### src/rtl/dht11_read_scheduler.sv
// dht11_read_scheduler
//   Schedules read sequences on a DHT11 reader. A sequence starts after a
//   periodic interval or earlier on request. Each attempt is checked for
//   timeout and checksum. A failed attempt is retried after a minimum gap.
//   The final result is published over a valid/ready handshake.
//
// Parameters
//   CLK_FREQ   clock frequency in Hz
//   PERIOD_MS  nominal interval between read sequences
//   GAP_MS     minimum spacing between two sensor_start pulses
//   TIMEOUT_MS maximum wait from sensor_start to sensor_done
//   MAX_RETRY  retries after a failed attempt (0 = no retries)
//
// Ports
//   clk, reset_n    clock, asynchronous active-low reset
//   enable          periodic scheduling allowed
//   force_req       one-cycle request for an early read
//   sensor_start    one-cycle start pulse to the reader
//   sensor_done     one-cycle pulse, sensor_frame valid
//   sensor_frame    {hum_int, hum_dec, temp_int, temp_dec, checksum}
//   result_valid/result_ready  result handshake
//   result_hum, result_temp    integer bytes of the last captured frame
//   result_status   00 ok, 01 checksum fail, 10 timeout
//   err_count       saturating count of failed attempts
module dht11_read_scheduler #(
    parameter int unsigned CLK_FREQ   = 12_000_000,
    parameter int unsigned PERIOD_MS  = 2000,
    parameter int unsigned GAP_MS     = 1000,
    parameter int unsigned TIMEOUT_MS = 30,
    parameter int unsigned MAX_RETRY  = 3
) (
    input  logic        clk,
    input  logic        reset_n,
    input  logic        enable,
    input  logic        force_req,
    output logic        sensor_start,
    input  logic        sensor_done,
    input  logic [39:0] sensor_frame,
    output logic        result_valid,
    input  logic        result_ready,
    output logic [7:0]  result_hum,
    output logic [7:0]  result_temp,
    output logic [1:0]  result_status,
    output logic [7:0]  err_count
);

    // Cycle counts are computed in 64 bits: ms * Hz overflows 32 bits at
    // the default settings.
    localparam longint unsigned PERIOD_L = (64'(PERIOD_MS)  * 64'(CLK_FREQ)) / 64'd1000;
    localparam longint unsigned GAP_L    = (64'(GAP_MS)     * 64'(CLK_FREQ)) / 64'd1000;
    localparam longint unsigned TO_L     = (64'(TIMEOUT_MS) * 64'(CLK_FREQ)) / 64'd1000;

    localparam int unsigned PERIOD_CYC = 32'(PERIOD_L);
    localparam int unsigned GAP_CYC    = 32'(GAP_L);
    localparam int unsigned TO_CYC     = 32'(TO_L);

    localparam int unsigned PW = (PERIOD_CYC > 1) ? $clog2(PERIOD_CYC + 1) : 1;
    localparam int unsigned GW = (GAP_CYC    > 1) ? $clog2(GAP_CYC + 1)    : 1;
    localparam int unsigned TW = (TO_CYC     > 1) ? $clog2(TO_CYC + 1)     : 1;
    localparam int unsigned RW = (MAX_RETRY  > 1) ? $clog2(MAX_RETRY + 1)  : 1;

    typedef enum logic [2:0] {
        IDLE,
        WAIT_PERIOD,
        START,
        WAIT_DONE,
        CHECK,
        BACKOFF,
        PUBLISH
    } state_t;

    state_t        state;
    state_t        next_state;

    logic [PW-1:0] period_cnt;
    logic [GW-1:0] gap_cnt;
    logic [TW-1:0] to_cnt;
    logic [RW-1:0] retry_cnt;
    logic          force_pending;
    logic          timed_out;
    logic [39:0]   frame_reg;

    logic          period_done;
    logic          gap_ok;
    logic          timeout_hit;
    logic [7:0]    csum_calc;
    logic          csum_ok;
    logic          attempt_fail;
    logic          retry_left;
    logic [1:0]    check_status;

    assign period_done  = (period_cnt == PW'(PERIOD_CYC - 1));
    assign gap_ok       = (gap_cnt >= GW'(GAP_CYC));
    // The last waiting cycle is the timeout cycle; a coinciding done is lost.
    assign timeout_hit  = (state == WAIT_DONE) && (to_cnt == TW'(TO_CYC - 1));
    assign csum_calc    = frame_reg[39:32] + frame_reg[31:24] + frame_reg[23:16] + frame_reg[15:8];
    assign csum_ok      = (csum_calc == frame_reg[7:0]);
    assign attempt_fail = timed_out || !csum_ok;
    assign retry_left   = (retry_cnt < RW'(MAX_RETRY));
    assign check_status = timed_out ? 2'b10 : (csum_ok ? 2'b00 : 2'b01);

    always_ff @(posedge clk or negedge reset_n) begin
        if (!reset_n) begin
            state <= IDLE;
        end else begin
            state <= next_state;
        end
    end

    always_comb begin
        next_state   = state;
        sensor_start = 1'b0;
        result_valid = 1'b0;
        case (state)
            IDLE: begin
                if (enable) begin
                    next_state = WAIT_PERIOD;
                end else if (force_pending && gap_ok) begin
                    next_state = START;
                end
            end
            WAIT_PERIOD: begin
                if (!enable) begin
                    next_state = IDLE;
                end else if (period_done || (force_pending && gap_ok)) begin
                    next_state = START;
                end
            end
            START: begin
                sensor_start = 1'b1;
                next_state   = WAIT_DONE;
            end
            WAIT_DONE: begin
                if (timeout_hit || sensor_done) begin
                    next_state = CHECK;
                end
            end
            CHECK: begin
                if (attempt_fail && retry_left) begin
                    next_state = BACKOFF;
                end else begin
                    next_state = PUBLISH;
                end
            end
            BACKOFF: begin
                if (gap_ok) begin
                    next_state = START;
                end
            end
            PUBLISH: begin
                result_valid = 1'b1;
                if (result_ready) begin
                    next_state = enable ? WAIT_PERIOD : IDLE;
                end
            end
            default: next_state = IDLE;
        endcase
    end

    always_ff @(posedge clk or negedge reset_n) begin
        if (!reset_n) begin
            period_cnt    <= '0;
            gap_cnt       <= '0;
            to_cnt        <= '0;
            retry_cnt     <= '0;
            force_pending <= 1'b0;
            timed_out     <= 1'b0;
            frame_reg     <= '0;
            result_hum    <= '0;
            result_temp   <= '0;
            result_status <= '0;
            err_count     <= '0;
        end else begin
            // Cleared whenever outside WAIT_PERIOD, so every entry starts at 0.
            if (state == WAIT_PERIOD) begin
                period_cnt <= period_cnt + PW'(1);
            end else begin
                period_cnt <= '0;
            end

            // Counts cycles since the last start, holding once the gap is met.
            if (sensor_start) begin
                gap_cnt <= GW'(1);
            end else if (!gap_ok) begin
                gap_cnt <= gap_cnt + GW'(1);
            end

            if (sensor_start) begin
                force_pending <= 1'b0;
            end else if (force_req) begin
                force_pending <= 1'b1;
            end

            case (state)
                START: begin
                    to_cnt    <= '0;
                    timed_out <= 1'b0;
                    // A new sequence forgets frames from earlier sequences.
                    if (retry_cnt == '0) begin
                        frame_reg <= '0;
                    end
                end
                WAIT_DONE: begin
                    to_cnt <= to_cnt + TW'(1);
                    if (timeout_hit) begin
                        timed_out <= 1'b1;
                    end else if (sensor_done) begin
                        frame_reg <= sensor_frame;
                    end
                end
                CHECK: begin
                    if (attempt_fail && (err_count != 8'hFF)) begin
                        err_count <= err_count + 8'd1;
                    end
                    if (attempt_fail && retry_left) begin
                        retry_cnt <= retry_cnt + RW'(1);
                    end else begin
                        result_hum    <= frame_reg[39:32];
                        result_temp   <= frame_reg[23:16];
                        result_status <= check_status;
                        retry_cnt     <= '0;
                    end
                end
                default: ;
            endcase
        end
    end

endmodule

### config.mk
export PLATFORM = sky130hd
export DESIGN_NAME = dht11_read_scheduler
export DESIGN_NICKNAME = d
export VERILOG_FILES = /design/src/rtl/dht11_read_scheduler.sv
export SDC_FILE = /design/constraint.sdc
export NUM_CORES = 1
export LEC_CHECK = 0
export ABC_CLOCK_PERIOD_IN_PS = 5800
export CAP_MARGIN = 15
export CORE_MARGIN = 5
export CORE_UTILIZATION = 60
export DETAILED_ROUTE_END_ITERATION = 6
export PLACE_DENSITY_LB_ADDON = 0.15
export SYNTH_ARGS = -nofsm -noshare
export SYNTH_HDL_FRONTEND = slang
export SYNTH_SLANG_ARGS = --single-unit
### constraint.sdc
create_clock -name clk -period 5.8 [get_ports clk]
set_input_delay 0.58 -clock clk [delete_from_list [all_inputs] [get_ports clk]]
set_output_delay 0.58 -clock clk [all_outputs]
set_load 0.02 [all_outputs]
---- Word level (Yosys, flattened, before mapping) ----
Index checks and enable logic that the tools add are counted.
cells by class
  bitwise operators ....................... 1
  equal/unequal tests ..................... 20
  multiplexer cells ....................... 27
  $lt $le $gt $ge ......................... 2
  reduce and logical (&&, ||, !) cells .... 17
  add/subtract/negate cells ............... 8
operators with widths
  kind                                                       number
  2-to-1 mux 40 bit                                          3
  case mux 40 bit (2 select lines)                           1
  2-to-1 mux 24 bit                                          2
  case mux 19 bit (2 select lines)                           1
  adder 25 x 1 -> 25 bit, second input constant              1
  == test 25 bit, second input constant                      1
  2-to-1 mux 25 bit                                          1
  adder 24 x 1 -> 24 bit, second input constant              1
  adder 8 bit                                                3
  greater-or-equal comparator 24 bit, second input constant  1
  2-to-1 mux 3 bit                                           7
  case mux 3 bit (7 select lines)                            1
  adder 19 x 1 -> 19 bit, second input constant              1
  == test 19 bit, second input constant                      1
  != test 2 bit, second input constant                       7
  == test 3 bit, second input constant                       3
  adder 8 x 1 -> 8 bit, second input constant                1
  == test 8 bit                                              1
  != test 8 bit, second input constant                       1
  2-to-1 mux 1 bit                                           7
  == test 3 x 2 -> 1 bit, second input constant              2
  2-to-1 mux 2 bit                                           3
  != test 3 bit, second input constant                       2
  AND reduction 2 bit                                        3
  14 further kinds                                           20
word-level totals
  output and inout bits ................... 28
  register bits after elaboration ......... 141
  word-level logic and storage cells ...... 87

---- Logic depth before layout (Yosys ltp) ----
  word-level depth ........................ 9
  gate-level depth with buffers ........... 13
  mapped depth without buffers ............ 12

---- Worst setup path after synthesis ----
OpenSTA, ideal clock, no wires.
  path kind ............................... reg-to-reg
  from .................................... register frame_reg[9]
  to ...................................... register result_hum[0]
  data required time ...................... 5675 ps
  buffers on the path ..................... 1
  setup time .............................. 125 ps
  stages on the path, launching flop included .. 14
  setup slack ............................. 1908 ps
  arrival ................................. 3767 ps
  path through ............................ dfrtp_1 fa_1 inv_1 fa_1 inv_1 ha_1 fa_1 xnor3_1 nand4_1 nor3_1 nand2_1 o32ai_4 buf_12 mux2_4
between the ends
  longest elaborated chain between the ends .. 7
RTL lines
  item                           RTL line  RTL
  start, declared                81        logic [39:0] frame_reg;
  start signal, assigned         208       frame_reg <= sensor_frame;
  adder 8 bit                    96        assign csum_calc = frame_reg[39:32] + frame_reg[31:24] + frame_reg[23:16] + frame_reg[15:8];
  == test 8 bit                  97        assign csum_ok = (csum_calc == frame_reg[7:0]);
  logical NOT 1 bit              98        assign attempt_fail = timed_out || !csum_ok;
  logical OR 1 bit               98
  logical AND 1 bit              215       if (attempt_fail && retry_left) begin
  NOT 1 bit (no line)            n/a
  AND reduction 2 bit (no line)  n/a
  end signal, assigned           218       result_hum <= frame_reg[39:32];
  end, declared                  41        output logic [7:0] result_hum,
Every way passes these cells.
A chain may end at the register's enable or synchronous reset.

---- Final worst setup path ----
  from .................................... register frame_reg[9]
  to ...................................... register result_status[1]
between the ends
  longest elaborated chain between the ends .. 7
RTL lines
  item                           RTL line  RTL
  adder 8 bit                    96
  == test 8 bit                  97
  logical NOT 1 bit              98
  logical OR 1 bit               98
  logical AND 1 bit              215
  NOT 1 bit (no line)            n/a
  AND reduction 2 bit (no line)  n/a
  end signal, assigned           220       result_status <= check_status;
  end, declared                  43        output logic [1:0] result_status,
Every way passes these cells.

==> results.yml <==
placement:
  portBuffers: 73
  place_ws_ns: 1.50
  hpwl_um: 10900
  dp_cells: 930
  gp_congestion: 0.840
cts:
  postCtsSetupRepairBufs: 0
  postCtsHoldBufs: 0
  cts.clk_slew.worst_paths_ns: 0.06
  ctsResizeCount: 0
  cts.sinks: 141
  insertion_delay_ns: 0.42
  h-tree-depth: 4
  clk_path_buf_depth: 2
  numCtsBuffers: 17
  root_buffer: "clkbuf_16"
  cts_tree: "built"
die:
  start_util: 0.608
  die_h_um: 120
  die_x_um: 120
  rows: 40
  die_area_um2: 14400
  io_pins: 74
  core_area_um2: 12000
grt:
  grt_use_met1: 0.304
  gr-usage-met3: 0.0589
  grt_max_degree: 97
  grtUsageTotal: 0.234
  grt_pass1_vias: 5619
  grt-ovfl-total: 0
  grt_pass1_wl_um: 26900
  grt_util_met2: 0.384
  antenna_found_initial: 0
  top_usage_layer: "met2"
final_layout:
  area_delta_synth_final_pct: 20.7
  fin_cells: 962
  largest_reg_flops: 40
  drive_above_1_share: 0.0834
  antennaDiodeCount: 0
  fin_nets: 876
power_and_ir_drop:
  p_clk_frac: 0.266
  leakage_nw: 3.84
  netSwitchingFraction: 0.385
  switchingPower_mw: 1.80
  p_comb_frac: 0.420
  peakVddDrop_mv: 0.436
  seqPwrFrac: 0.314
  p_int_mw: 2.87
  power.density_nw_per_um2: 532
sta:
  fin_skew_ns: 0.00719
  hold_violations: 0
  layout_worst_path_cycle_share: 0.736
  slew_violations: 0
  rsz0062_at_grt: "no"
  fin_ws_ns: 1.53
  maxSlewHeadroom: 0.366
  tightest_slew_ns: 0.951
  tns_ns: 0
  setup_viol: 0
  max_freq_ghz: 0.234
  post-route-min-period_ns: 4.27
synth:
  netlist_instances: 734
  synth.avg_cell_area_um2: 9.90
  synth_edf_count: 0
  ys_ff_latch: 141
  synth-main-ff-cell: "dfrtp_1"
  syn_area_um2: 7270
  yosys_warnings: 0
  synth_cell_types: 56
  ys_seq_area_frac: 0.485
  synth_nets: 808
  async_flop_share: 1.00
worst_hold_path:
  hp-class: "in2async"
route:
  wl_per_cell_um: 16.1
  ant_nets: 0
  drt-vias-per-instance: 5.68
  wirelength_um: 15500
  firstDrtPassIters: 5
  drt_iter0_drc: 441
  drc: 0
  vias: 5465
worst_setup_path:
  worst-path-max-fanout: 14
  crit_required_ns: 6.11
  critPathCaptureType: "flip-flop"
  crit_arrival_ns: 4.58
  crit_type: "reg2reg"
  start_kind: "flip-flop"
job:
  drv_cap: 0
status:
  status: "completed"
-- power by group through the flow --
stage / clock, mW / sequential, mW / combinational (mW)
2_1_floorplan: 0 / 1.46 / 1.45
3_3_place_gp: 0 / 1.46 / 1.87
3_5_place_dp: 0 / 1.48 / 1.95
4_1_cts: 1.26 / 1.47 / 1.97
5_1_grt: 1.31 / 1.50 / 2.19
6_report: 1.24 / 1.47 / 1.96
-- area by class of cell --
class | instances | area [µm²]
sequential | 141 | 3530
fill | 817 | 3190
multi-input combinational | 532 | 3490
tap | 147 | 184
clock inverter | 14 | 241
inverter | 32 | 120
timing repair buffer | 78 | 769
clock buffer | 18 | 439
-- cells in the mapped netlist, types with 3 or more instances --
cell type	count	area, µm²
dfrtp_1	141	3530
nand2_1	122	458
o21ai_0	70	350
nor2_1	62	233
xnor2_1	36	315
nand3_1	34	170
inv_1	31	116
clkbuf_1	21	78.8
xor2_1	16	140
a21oi_1	15	75.1
and3_1	15	93.8
nor3_1	15	75.1
fa_1	14	280
ha_1	14	175
or3_1	14	87.6
mux2_2	12	135
and4_1	9	78.8
mux2_4	9	135
nand4_1	8	50.1
o211ai_1	8	60.1
mux2i_1	6	60.1
buf_2	4	20.0
nor4_1	4	25.0
a211oi_1	3	22.5
a21o_1	3	22.5
a31oi_1	3	18.8
and3b_1	3	26.3
o21a_1	3	22.5
o31ai_1	3	22.5
xnor3_1	3	67.6
-- cells by family after synthesis --
kind of cell,share of synthesized area
compound gates,0.104
xor+xnor,0.0742
fa+ha+maj,0.0627
buf+inv,0.0349
flops,0.485
mux,0.0454
simple gates,0.194
-- placed cells by master, fill, tap and decap left out, types with 16 or more instances in the layout --
master,synthesis,layout
o21ai_0,70,70
clkbuf_16,0,17
inv_1,31,31
clkdlybuf4s50_1,0,72
xor2_1,16,16
nand2_1,122,122
xnor2_1,36,36
nor2_1,62,62
dfrtp_1,141,141
nand3_1,34,33
-- worst max-delay path, stage by stage, from the launching register on --
cell and delay (ns):
dfrtp_1 0.39, fa_1 0.53, inv_1 0.05, fa_1 0.50
inv_1 0.04, ha_1 0.21, fa_1 0.42, xnor3_1 0.30
nand4_1 0.08, nor3_1 0.27, nand2_1 0.17, o32ai_4 0.46
buf_4 0.35, mux2_2 0.36
-- per-layer routing --
layer	part of all wire	vias up
met5	0	-
met4	0.015	0
met2	0.50	114
met3	0.039	16
li1	-	2674
met1	0.44	2661
-- metrics by stage --
step                      power [mW]  hold WS, ns  area, µm²  utilization
after global placement          3.33        0.460       8090        0.677
after detailed placement        3.43        0.466       8090        0.677
after global routing            5.01        0.306       8770        0.734
final                           4.66        0.233       8770        0.734
after CTS                       4.70        0.276       8770        0.734
after floorplan                 2.90        0.284       7270            -
-- path summary, 6_finish.rpt --
kind	from	end	slack [ns]	depth (start not counted)
hold / removal	reset_n	period_cnt[12]	0.23	1
hold reg to reg	to_cnt[13]	to_cnt[13]	0.48	1
setup reg to reg	frame_reg[9]	result_status[1]	1.53	13
min in group clk	to_cnt[13]	to_cnt[13]	0.48	1
setup / recovery	frame_reg[9]	result_status[1]	1.53	13
max in group asynchronous	reset_n	err_count[4]	4.48	2
No activity file was read; power rests on OpenSTA's default activity.
